`src/rtl/hwgen_ifg_hdr_gen_pkg.sv`:
```
// Shared types and helpers for the hwgen v2 header generator: header layout,
// FSM encoding, magic number and the fixed-point cycles-per-ns conversion.
package hwgen_ifg_hdr_gen_pkg;

  localparam logic [15:0] HWGEN_MAGIC_NUMBER_C = 16'h6969;

  typedef struct packed {
    logic [31:0] ifg;
    logic [15:0] orig_len;
    logic [15:0] magic;
  } hwgen_hdr_v2_t;

  typedef enum logic [1:0] {
    ST_IDLE  = 2'd0,
    ST_SCALE = 2'd1,
    ST_MUL   = 2'd2,
    ST_EMIT  = 2'd3
  } state_t;

  // round(2^frac * freq / 1e9); the +5e8 turns the integer division into rounding
  function automatic longint unsigned cyc_per_ns_q(input longint unsigned freq,
                                                   input int unsigned     frac);
    return ((freq << frac) + 64'd500_000_000) / 64'd1_000_000_000;
  endfunction

  function automatic bit out_width_ok(input int unsigned w);
    return (w == 32) || (w == 64) || (w == 128);
  endfunction

endpackage

```
`src/rtl/hwgen_ifg_hdr_gen_ser.sv`:
```
// AXI4-Stream serializer for one 64-bit hwgen v2 header: a single beat for
// 64/128-bit buses, two beats ({len, magic} then ifg) for a 32-bit bus.
module hwgen_axis_hdr_ser
  import hwgen_ifg_hdr_gen_pkg::*;
#(
  parameter int OUT_WIDTH = 64
) (
  input  logic                   clk,
  input  logic                   rst_n,
  input  logic                   i_load,
  input  hwgen_hdr_v2_t          i_hdr,
  input  logic                   i_tready,
  output logic                   o_tvalid,
  output logic [OUT_WIDTH-1:0]   o_tdata,
  output logic [OUT_WIDTH/8-1:0] o_tstrb,
  output logic                   o_tlast,
  output logic                   o_busy,
  output logic                   o_done
);

  localparam int SW = OUT_WIDTH / 8;
  // Only the low 8 byte lanes ever carry header bytes (128-bit bus: upper half zero)
  localparam logic [SW-1:0] STRB_C = SW'(8'hFF);

  logic                 r_tvalid;
  logic                 r_tlast;
  logic [OUT_WIDTH-1:0] r_tdata;
  logic [SW-1:0]        r_tstrb;
  logic [31:0]          r_ifg_hold;
  logic                 w_hs;

  assign w_hs = r_tvalid & i_tready;

  always_ff @(posedge clk or negedge rst_n) begin
    if (!rst_n) begin
      r_tvalid   <= 1'b0;
      r_tlast    <= 1'b0;
      r_tdata    <= '0;
      r_tstrb    <= '0;
      r_ifg_hold <= '0;
    end else if (i_load) begin
      r_tvalid   <= 1'b1;
      r_tstrb    <= STRB_C;
      r_ifg_hold <= i_hdr.ifg;
      if (OUT_WIDTH == 32) begin
        r_tdata <= OUT_WIDTH'({i_hdr.orig_len, i_hdr.magic});
        r_tlast <= 1'b0;
      end else begin
        r_tdata <= OUT_WIDTH'(i_hdr);
        r_tlast <= 1'b1;
      end
    end else if (w_hs) begin
      if (r_tlast) begin
        r_tvalid <= 1'b0;
        r_tlast  <= 1'b0;
        r_tdata  <= '0;
        r_tstrb  <= '0;
      end else begin
        r_tdata <= OUT_WIDTH'(r_ifg_hold);
        r_tlast <= 1'b1;
      end
    end
  end

  assign o_tvalid = r_tvalid;
  assign o_tdata  = r_tdata;
  assign o_tstrb  = r_tstrb;
  assign o_tlast  = r_tlast;
  assign o_busy   = r_tvalid;
  assign o_done   = w_hs & r_tlast;

endmodule

```
`src/rtl/hwgen_ifg_hdr_gen.sv`:
```
// Turns pcap record headers into hwgen v2 headers: timestamp delta -> IFG in
// tx-clock cycles (fixed point, saturating), length clamp, AXIS output.
module hwgen_ifg_hdr_gen
  import hwgen_ifg_hdr_gen_pkg::*;
#(
  parameter int              OUT_WIDTH      = 64,
  parameter longint unsigned CLOCK_FREQ_HZ  = 64'd156_250_000,
  parameter int              FRAC_BITS      = 16,
  parameter logic [31:0]     MIN_IFG_CYCLES = 32'd0
) (
  input  logic                   clk,
  input  logic                   rst_n,
  input  logic                   cfg_ts_is_us,
  input  logic                   cfg_restart,
  input  logic                   rec_valid,
  output logic                   rec_ready,
  input  logic [63:0]            rec_ts,
  input  logic [31:0]            rec_orig_len,
  output logic                   m_axis_tvalid,
  input  logic                   m_axis_tready,
  output logic [OUT_WIDTH-1:0]   m_axis_tdata,
  output logic [OUT_WIDTH/8-1:0] m_axis_tstrb,
  output logic                   m_axis_tlast,
  output logic [31:0]            stat_rec_cnt,
  output logic [15:0]            stat_sat_cnt,
  output logic [15:0]            stat_nonmono_cnt,
  output state_t                 dbg_state
);

  localparam longint unsigned CYC_PER_NS_Q = cyc_per_ns_q(CLOCK_FREQ_HZ, FRAC_BITS);

  if (!out_width_ok(OUT_WIDTH)) begin : g_bad_width
    $fatal(1, "hwgen_ifg_hdr_gen: OUT_WIDTH must be 32, 64 or 128");
  end

  // Handshakes: a transfer happens on a rising edge where valid && ready; valid
  // never depends on ready and, once raised, holds with stable data until taken.
  state_t        r_state, w_state_nxt;
  logic          r_alive;
  logic [63:0]   r_ts, r_prev_ns, r_delta;
  logic [31:0]   r_len;
  logic          r_is_us, r_first, r_is_first;
  logic [31:0]   r_rec_cnt;
  logic [15:0]   r_sat_cnt, r_nonmono_cnt;
  logic          w_rec_ready, w_ser_load, w_ser_done, w_ser_busy;
  logic [63:0]   w_ts_ns;
  logic [47:0]   w_d48;
  logic [79:0]   w_prod, w_cyc;
  logic          w_ifg_sat, w_len_sat;
  logic [31:0]   w_ifg_raw, w_ifg;
  logic [15:0]   w_len16;
  hwgen_hdr_v2_t w_hdr;

  always_ff @(posedge clk or negedge rst_n) begin
    if (!rst_n) r_state <= ST_IDLE;
    else        r_state <= w_state_nxt;
  end

  always_comb begin
    w_state_nxt = r_state;
    w_rec_ready = 1'b0;
    w_ser_load  = 1'b0;
    case (r_state)
      ST_IDLE: begin
        w_rec_ready = r_alive;
        if (rec_valid && r_alive) w_state_nxt = ST_SCALE;
      end
      ST_SCALE: w_state_nxt = ST_MUL;
      ST_MUL: begin
        w_ser_load  = 1'b1;
        w_state_nxt = ST_EMIT;
      end
      ST_EMIT:  if (w_ser_done) w_state_nxt = ST_IDLE;
      default:  w_state_nxt = ST_IDLE;
    endcase
  end

  // Deltas of 2^48 ns and beyond are already far past the 32-bit IFG range
  assign w_ts_ns   = r_is_us ? (r_ts * 64'd1000) : r_ts;
  assign w_d48     = (|r_delta[63:48]) ? 48'hFFFF_FFFF_FFFF : r_delta[47:0];
  assign w_prod    = {32'd0, w_d48} * 80'(CYC_PER_NS_Q);
  assign w_cyc     = w_prod >> FRAC_BITS;
  assign w_ifg_sat = |w_cyc[79:32];
  assign w_ifg_raw = w_ifg_sat ? 32'hFFFF_FFFF : w_cyc[31:0];
  assign w_ifg     = r_is_first ? 32'd0
                   : ((w_ifg_raw < MIN_IFG_CYCLES) ? MIN_IFG_CYCLES : w_ifg_raw);
  assign w_len_sat = r_len > 32'd65535;
  assign w_len16   = w_len_sat ? 16'hFFFF : r_len[15:0];

  always_comb begin
    w_hdr          = '0;
    w_hdr.ifg      = w_ifg;
    w_hdr.orig_len = w_len16;
    w_hdr.magic    = HWGEN_MAGIC_NUMBER_C;
  end

  always_ff @(posedge clk or negedge rst_n) begin
    if (!rst_n) begin
      r_alive       <= 1'b0;
      r_ts          <= '0;
      r_len         <= '0;
      r_is_us       <= 1'b0;
      r_prev_ns     <= '0;
      r_delta       <= '0;
      r_first       <= 1'b1;
      r_is_first    <= 1'b0;
      r_rec_cnt     <= '0;
      r_sat_cnt     <= '0;
      r_nonmono_cnt <= '0;
    end else begin
      r_alive <= 1'b1;
      if (r_state == ST_IDLE && rec_valid && w_rec_ready) begin
        r_ts    <= rec_ts;
        r_len   <= rec_orig_len;
        r_is_us <= cfg_ts_is_us;
      end
      if (r_state == ST_SCALE) begin
        r_is_first <= r_first;
        if (r_first) begin
          r_delta   <= '0;
          r_prev_ns <= w_ts_ns;
        end else if (w_ts_ns < r_prev_ns) begin
          r_delta       <= '0;
          r_nonmono_cnt <= r_nonmono_cnt + 16'd1;
        end else begin
          r_delta   <= w_ts_ns - r_prev_ns;
          r_prev_ns <= w_ts_ns;
        end
      end
      if (r_state == ST_MUL && ((w_ifg_sat && !r_is_first) || w_len_sat))
        r_sat_cnt <= r_sat_cnt + 16'd1;
      // A restart always wins over the first-record clear so it is never lost
      if (cfg_restart)                      r_first <= 1'b1;
      else if (r_state == ST_MUL && r_is_first) r_first <= 1'b0;
      if (r_state == ST_EMIT && w_ser_done)
        r_rec_cnt <= r_rec_cnt + 32'd1;
    end
  end

  hwgen_axis_hdr_ser #(.OUT_WIDTH(OUT_WIDTH)) u_ser (
    .clk      (clk),
    .rst_n    (rst_n),
    .i_load   (w_ser_load),
    .i_hdr    (w_hdr),
    .i_tready (m_axis_tready),
    .o_tvalid (m_axis_tvalid),
    .o_tdata  (m_axis_tdata),
    .o_tstrb  (m_axis_tstrb),
    .o_tlast  (m_axis_tlast),
    .o_busy   (w_ser_busy),
    .o_done   (w_ser_done)
  );

  assign rec_ready        = w_rec_ready & ~w_ser_busy;
  assign stat_rec_cnt     = r_rec_cnt;
  assign stat_sat_cnt     = r_sat_cnt;
  assign stat_nonmono_cnt = r_nonmono_cnt;
  assign dbg_state        = r_state;

endmodule

```
`config.mk`:
```
export PLATFORM = sky130hd
export DESIGN_NAME = hwgen_ifg_hdr_gen
export DESIGN_NICKNAME = d
export VERILOG_FILES = /design/src/rtl/hwgen_ifg_hdr_gen_pkg.sv /design/src/rtl/hwgen_ifg_hdr_gen_ser.sv /design/src/rtl/hwgen_ifg_hdr_gen.sv
export SDC_FILE = /design/constraint.sdc
export NUM_CORES = 1
export LEC_CHECK = 0
export BUFFER_PORTS_ARGS = -buffer_cell sky130_fd_sc_hd__buf_2
export CORE_MARGIN = 5
export CORE_UTILIZATION = 50
export CTS_CLUSTER_DIAMETER = 80
export DETAILED_ROUTE_END_ITERATION = 10
export PLACE_DENSITY = 0.68
export SYNTH_ARGS = -nofsm -noshare
export SYNTH_HDL_FRONTEND = slang
export SYNTH_SLANG_ARGS = --single-unit
```
`constraint.sdc`:
```
create_clock -name clk -period 12.55 [get_ports clk]
set_input_delay 1.8825 -clock clk [delete_from_list [all_inputs] [get_ports clk]]
set_output_delay 1.8825 -clock clk [all_outputs]
set_load 0.05 [all_outputs]
```
==> results.py, run 1 <==
metrics = {
    "status": {
        "status": "complete, no violations",
    },
    "sta": {
        "totalNegativeSetupSlack_ns": 0,
        "tightest_slew_ns": 0.9837,
        "grt_setup_unrepaired": "false",
        "finalHoldViolCount": 0,
        "clock_skew_ns": 0.01545,
        "max_freq_ghz": 0.1086,
        "post-route-period-util": 0.7339,
        "slew_viol_final": 0,
        "post-route-min-period_ns": 9.210,
        "max_slew_margin": 0.3427,
        "setup_viol": 0,
    },
    "clock_network": {
        "hold_buffers": 0,
        "post_cts_resized": 0,
        "cts_sinks": 392,
        "clk_pin_slew_ns": 0.06,
        "cts_tree": "done",
        "clock_latency_ns": 0.60,
        "root_buffer": "clkbuf_16",
        "cts_max_path_buffers": 3,
        "postCtsSetupBuffers": 0,
        "cts-buffers-inserted": 48,
        "htree_levels": 2,
    },
    "floorplan": {
        "fp.dieW_um": 266.4,
        "ios": 243,
        "rows": 94,
        "core_um2": 65510,
        "die_h_um": 266.4,
        "die_area_um2": 70960,
        "initial_core_util": 0.5017,
    },
    "logic_synthesis": {
        "ys.warnings.count": 0,
        "synthSimpleGateAreaFrac": 0.1177,
        "yosysUniqueCellTypes": 91,
        "syn_nets": 4089,
        "ys_ff_latch": 392,
        "synth_enable_flop_cells": 0,
        "synthCells": 3486,
        "synth_top_family_by_area": "adder cells",
        "synth_ff_type": "dfrtp_1",
        "synth_compound_area_frac": 0.1723,
        "ys_seq_area_frac": 0.2985,
        "yosys.area_share.xor_xnor": 0.05729,
        "synthesis.area_um2": 32870,
        "ys_async_sr_fraction": 1.000,
        "muxShareOfSynthArea": 0.04801,
        "avgSynthCellArea_um2": 9.428,
        "synth-adder-area-share": 0.2410,
    },
    "layout": {
        "final_cells": 4543,
        "syn_to_final_growth_pct": 11.01,
        "drive_gt1_frac": 0.1493,
        "nets": 4245,
    },
    "setup_path": {
        "rr_endpoint": "r_prev_ns[21]$_DFFE_PN0P_",
        "crit-reg2reg-launch": "r_ts[0]$_DFFE_PN0P_",
        "slowest_delay_ns": 0.73,
        "path_class": "flop to flop",
        "cp-end-kind": "flop",
        "worst_setup_path_start_kind": "flop",
        "crit_end": "r_prev_ns[21]$_DFFE_PN0P_",
        "ff2ff_path_depth": 28,
        "worstPathRequired_ns": 13.03,
        "cp_num_cells": 28,
        "critical_path_arrival_ns": 9.69,
        "cp-startpoint": "r_ts[0]$_DFFE_PN0P_",
        "worst_path_most_repeated_cell": "fa_1",
        "worstPathMaxFanout": 73,
        "critPathTopFamily": "compound AO/OA/AOI/OAI gates",
        "cp_slowest_cell": "a2111oi_1",
        "worst-r2r-setup-slack_ns": 3.34,
        "path_buf_inv": 4,
    },
    "global_routing": {
        "grt_use_total": 0.2080,
        "grt_pass1_vias": 24180,
        "grt_pass1_wl_mm": 124.8,
        "grt_max_degree": 164,
        "antenna_found_initial": 1,
        "overflow": 0,
    },
    "detailed_routing": {
        "drc": 0,
        "viasPerCell": 5.483,
        "dr.first_iter.drc_count": 1663,
        "post_drt_wl_per_cell_um": 16.48,
        "num_vias": 24910,
        "drt_wl_total_mm": 74.85,
        "ant_nets": 0,
        "firstDrtPassIters": 6,
    },
    "placement": {
        "io_buffers": 242,
        "dp_cells": 4456,
        "gp_congestion": 0.9144,
        "place_hpwl_mm": 58.98,
    },
    "run": {
        "drv_cap": 0,
    },
    "min_path": {
        "hold_path_class": "flop to flop",
    },
}
Yosys cell counts, types with 44 or more instances:
master	number	area, um^2
a21o_1	120	900.9
a21oi_1	224	1121
clkbuf_1	129	484.2
dfrtp_1	391	9784
fa_1	220	4404
ha_1	281	3516
inv_1	406	1524
mux2_2	122	1374
nand2_1	298	1119
nand3_1	44	220.2
nand4_1	64	400.4
nor2_1	145	544.3
nor3_1	71	355.3
o21ai_0	190	950.9
o21ai_1	48	240.2
o2bb2ai_1	60	525.5
or2_2	48	300.3
xnor2_1	136	1191
xor2_1	79	691.9
kinds of logic after synthesis:
kind of cell / count (synthesis)
AND/OR/NAND/NOR: 806
flip-flops: 392
adder cells (fa/ha/maj): 501
multiplexers: 142
AO/OA/AOI/OAI: 870
other: 1
XOR/XNOR: 215
buffers and inverters: 559
state kept, by name, indices dropped and copies added (netlist names):
| register | cells |
|---|---|
| dbg_state | 2 |
| r_alive | 1 |
| r_delta | 64 |
| r_first | 1 |
| r_is_first | 1 |
| r_is_us | 1 |
| r_len | 32 |
| r_prev_ns | 64 |
| r_ts | 64 |
| stat_nonmono_cnt | 16 |
| stat_rec_cnt | 32 |
| stat_sat_cnt | 16 |
| u_ser.o_tdata | 64 |
| u_ser.o_tlast | 1 |
| u_ser.o_tstrb | 1 |
| u_ser.r_ifg_hold | 32 |
area by class of cell:
type                       instances  area, um^2
fill                            5899       29030
multi-input combinational       2535       20970
sequential                       392        9814
inverter                         408        1531
clock buffer                      62        1365
timing repair buffer             257        1346
tap                              864        1081
clock inverter                    24       377.9
antenna                            1       2.502
placed cells by master, fill, tap and decap left out, drive strengths merged, types with 36 or more instances in the layout:
master / netlist / final
xnor2: 136 / 136
o2bb2ai: 60 / 60
nor2: 146 / 146
nand3: 44 / 44
mux2: 125 / 125
ha: 281 / 281
a21o: 120 / 120
inv: 408 / 411
dfrtp: 391 / 391
o21ai: 238 / 238
a21oi: 226 / 226
nor3: 71 / 71
buf: 22 / 257
nand4: 65 / 65
o21bai: 36 / 36
clkbuf: 129 / 62
or2: 49 / 49
fa: 220 / 220
xor2: 79 / 79
nand2: 298 / 298
worst min-delay path by stage:
stage	depth (start not counted)	slack, ns	startpoint	to
CTS	1	0.46	stat_sat_cnt[15]$_DFFE_PN0P_	stat_sat_cnt[15]$_DFFE_PN0P_
global placement	1	0.45	stat_sat_cnt[15]$_DFFE_PN0P_	stat_sat_cnt[15]$_DFFE_PN0P_
global route	1	0.47	stat_sat_cnt[15]$_DFFE_PN0P_	stat_sat_cnt[15]$_DFFE_PN0P_
detailed placement	1	0.45	stat_sat_cnt[15]$_DFFE_PN0P_	stat_sat_cnt[15]$_DFFE_PN0P_
floorplan	1	0.45	r_delta[10]$_DFFE_PN0N_	r_delta[10]$_DFFE_PN0N_
finish	1	0.46	stat_nonmono_cnt[15]$_DFFE_PN0P_	stat_nonmono_cnt[15]$_DFFE_PN0P_
routing by layer:
metal / part of all wire / routed length [um] / global-route usage
met5: 0 / 0 / 0
met1: 0.49 / 36310 / 0.3108
met3: 0.040 / 3018 / 0.02553
met2: 0.45 / 34020 / 0.3277
met4: 0.020 / 1507 / 0.04647
stage by stage:
stage	worst slack, ns	utilization	area (um^2)	hold slack (ns)
3_3_place_gp	3.557	0.5303	34740	0.4513
4_1_cts	3.271	0.5569	36480	0.4629
5_1_grt	2.717	0.5569	36490	0.4718
2_1_floorplan	4.814	-	32870	0.4473
3_5_place_dp	3.322	0.5303	34740	0.4519
6_report	3.340	0.5569	36490	0.4634
Power of run 1 is not shown: default switching activity piles up to over one toggle a cycle in this logic, so the estimate is an artifact.
==> run 2: changes to the inputs <==
--- a/config.mk
+++ b/config.mk
@@ -5,12 +5,13 @@
 export SDC_FILE = /design/constraint.sdc
 export NUM_CORES = 1
 export LEC_CHECK = 0
+export ABC_AREA = 1
 export BUFFER_PORTS_ARGS = -buffer_cell sky130_fd_sc_hd__buf_2
 export CORE_MARGIN = 5
 export CORE_UTILIZATION = 50
 export CTS_CLUSTER_DIAMETER = 80
 export DETAILED_ROUTE_END_ITERATION = 10
-export PLACE_DENSITY = 0.68
+export PLACE_DENSITY = 0.71
 export SYNTH_ARGS = -nofsm -noshare
 export SYNTH_HDL_FRONTEND = slang
 export SYNTH_SLANG_ARGS = --single-unit
==> constraint.sdc (replaced) <==
create_clock -name clk -period 7.57 [get_ports clk]
set_input_delay 1.1355 -clock clk [delete_from_list [all_inputs] [get_ports clk]]
set_output_delay 1.1355 -clock clk [all_outputs]
set_load 0.05 [all_outputs]
==> run 2 against run 1 <==
Area after synthesis is 5.2% higher. Critical path depth is 1 lower. Register-to-register slack worse by 3.0 ns. Cell count is 24% higher. Die area is 5.0% higher. Synthesized cell count is 27% higher. Via count is 19% higher. Fmax is 27% higher. Final area is 6.1% higher. Clock-buffer cell count is 1 lower. Clock skew is 0.019 ns higher. Critical path type unchanged.
==> results.py, run 2 <==
metrics = {
    "logic_synthesis": {
        "ys_async_sr_fraction": 1.000,
        "synthCells": 4422,
        "synth_top_area_frac": 0.2831,
        "synthSimpleGateAreaFrac": 0.1973,
        "avgSynthCellArea_um2": 7.815,
        "synth_top_family_by_area": "adder cells",
        "ys_seq_area_frac": 0.2839,
        "muxShareOfSynthArea": 0.01173,
        "yosys.area_share.xor_xnor": 0.04536,
        "yosys-top-cells-area": "dfrtp_1 (28%), fa_1 (13%), ha_1 (10%), nand2_1 (9.0%), inv_1 (7.7%)",
        "synth_ff_type": "dfrtp_1",
        "synth_enable_flop_cells": 0,
        "ys.warnings.count": 0,
        "yosysMostFrequentCell": "nand2_1",
        "yosysTopAreaCell": "dfrtp_1",
        "ys_ff_latch": 392,
        "synthTopCellsByCount": "nand2_1 (829), inv_1 (707), nor2_1 (427), dfrtp_1 (391), a21oi_1 (329)",
        "yosysUniqueCellTypes": 60,
        "synth-adder-area-share": 0.2292,
        "synthesis.area_um2": 34560,
        "syn_nets": 5025,
        "synth_compound_area_frac": 0.1380,
    },
    "sta": {
        "max_slew_margin": 0.2821,
        "setup_viol": 0,
        "tightest_slew_ns": 1.076,
        "slew_viol_final": 0,
        "clock_skew_ns": 0.03410,
        "post-route-period-util": 0.9577,
        "post-route-min-period_ns": 7.250,
        "max_freq_ghz": 0.1379,
        "finalHoldViolCount": 0,
    },
    "global_routing": {
        "grt_pass1_wl_mm": 154.2,
        "grt_max_degree": 160,
        "grt_use_total": 0.2510,
        "overflow": 0,
        "antenna_found_initial": 5,
        "grt_pass1_vias": 29940,
    },
    "placement": {
        "place_hpwl_mm": 76.53,
        "dpl_cell_area_um2": 36820,
        "io_buffers": 242,
        "gp_congestion": 0.9675,
    },
    "detailed_routing": {
        "viasPerCell": 5.273,
        "drc": 0,
        "drt_wl_total_mm": 93.91,
        "num_vias": 29680,
        "ant_nets": 0,
        "dr.first_iter.drc_count": 1873,
        "post_drt_wl_per_cell_um": 16.69,
        "firstDrtPassIters": 6,
    },
    "floorplan": {
        "ios": 243,
        "core_um2": 68590,
        "die_area_um2": 74480,
        "initial_core_util": 0.5039,
        "rows": 96,
        "die_h_um": 272.9,
        "fp.dieW_um": 272.9,
    },
    "run": {
        "drv_cap": 0,
    },
    "clock_network": {
        "cts_tree": "done",
        "clock_latency_ns": 0.61,
        "cts_sinks": 392,
        "htree_levels": 2,
        "cts_max_path_buffers": 3,
        "hold_buffers": 0,
        "root_buffer": "clkbuf_16",
        "clk_pin_slew_ns": 0.06,
        "cts-buffers-inserted": 45,
    },
    "setup_path": {
        "path_class": "flop to flop",
        "cp-end-kind": "flop",
        "worstPathRequired_ns": 8.04,
        "critical_path_arrival_ns": 7.72,
        "worst_setup_path_start_kind": "flop",
        "worstPathMaxFanout": 6,
    },
    "layout": {
        "syn_to_final_growth_pct": 12.02,
        "final_cell_mix": "nand2_1 (829), inv_1 (697), nor2_1 (427), dfrtp_1 (387), a21oi_1 (328)",
        "drive_gt1_frac": 0.1149,
        "finalInstanceArea_um2": 38710,
        "nets": 5258,
        "final_common_cell": "nand2_1",
    },
    "min_path": {
        "hold_path_class": "flop to flop",
    },
    "status": {
        "status": "complete, no violations",
    },
}
-- run 2: cell types whose count changed after synthesis, moves of 86 or more --
cell,delta
a21o_1,-98
a21oi_1,+105
inv_1,+301
mux2_2,-86
nand2_1,+531
nand3_1,+154
nor2_1,+282
o21ai_0,+92
-- run 2: cells by family (layout without fill, tap and decap cells) --
| family | count (synthesis) | after routing |
|---|---|---|
| and+or+nand+nor | 1620 | 1620 |
| xor gates and xnor gates | 179 | 179 |
| muxes | 36 | 36 |
| buffers and inverters | 832 | 1102 |
| adders and majority gates | 501 | 501 |
| DFF | 392 | 392 |
| other | 1 | 6 |
| AOI/OAI and AO/OA | 861 | 861 |
-- run 2: through the flow --
step / worst slack, ns / cells / TNS, ns / util / hold slack [ns]
finish: 0.3202 / 5628 / 0 / 0.5645 / 0.4665
global route: -0.005197 / 5627 / -0.008272 / 0.5644 / 0.4883
CTS: 0.08986 / 5617 / 0 / 0.5621 / 0.4710
detailed placement: 0.1155 / 5533 / 0 / 0.5369 / 0.4592
global placement: 0.2253 / 5533 / 0 / 0.5369 / 0.4568
floorplan: 1.322 / 4422 / 0 / - / 0.4400
-- run 2: worst paths after layout --
| kind | from | endpoint | slack (ns) | cells after the start |
|---|---|---|---|---|
| worst min-delay path | stat_rec_cnt[31]$_DFFE_PN0P_ | stat_rec_cnt[31]$_DFFE_PN0P_ | 0.47 | 1 |
| worst min register to register | stat_rec_cnt[31]$_DFFE_PN0P_ | stat_rec_cnt[31]$_DFFE_PN0P_ | 0.47 | 1 |
| worst max register to register | r_ts[14]$_DFFE_PN0P_ | r_delta[57]$_DFFE_PN0N_ | 0.32 | 27 |
| worst max-delay path | r_ts[14]$_DFFE_PN0P_ | r_delta[57]$_DFFE_PN0N_ | 0.32 | 27 |
| min in group asynchronous | rst_n | u_ser.o_tdata[39]$_DFFE_PN0P_ | 0.57 | 1 |
| max in group asynchronous | rst_n | r_is_us$_DFFE_PN0P_ | 5.50 | 2 |
-- run 2: cell type report --
cell class	instances	area, um^2
tap	931	1165
antenna	5	12.51
sequential	392	9816
clock buffer	61	1256
timing repair buffer	289	1657
fill	6512	29870
multi-input combinational	3198	21580
clock inverter	23	476.7
inverter	729	2755
-- run 2: metal layers --
| metal | GRT usage | vias up | wire (um) |
|---|---|---|---|
| met5 | 0 | - | 0 |
| met4 | 0.08913 | 0 | 3784 |
| met3 | 0.02344 | 186 | 3616 |
| met2 | 0.4258 | 676 | 44710 |
| met1 | 0.3383 | 14060 | 41800 |
| li1 | - | 14760 | - |
-- run 2: timing repair --
item                                   4_1_cts  5_1_grt
setup endpoints to repair                    0      144
resized for setup                            0       39
endpoints found under the hold margin        0        0
buffers inserted                             0        6
-- run 2: critical path, stage by stage, from the launching register on --
cell and delay [ns]:
dfrtp_1 0.42, inv_1 0.26, fa_1 0.48, fa_1 0.49
fa_1 0.51, fa_1 0.52, inv_1 0.05, ha_1 0.34
a21oi_1 0.29, o21ai_0 0.19, a21oi_1 0.25, o21ai_0 0.18
a21oi_1 0.23, inv_1 0.09, a31oi_1 0.31, xor2_1 0.12
o21ai_1 0.40, ha_4 0.30, a21oi_1 0.16, inv_1 0.07
a31oi_1 0.23, o21ai_0 0.17, nor2_1 0.17, o211ai_1 0.11
buf_4 0.17, a31oi_1 0.24, xor2_1 0.27, o21ai_0 0.12
Power of run 2 is left out for the same reason.
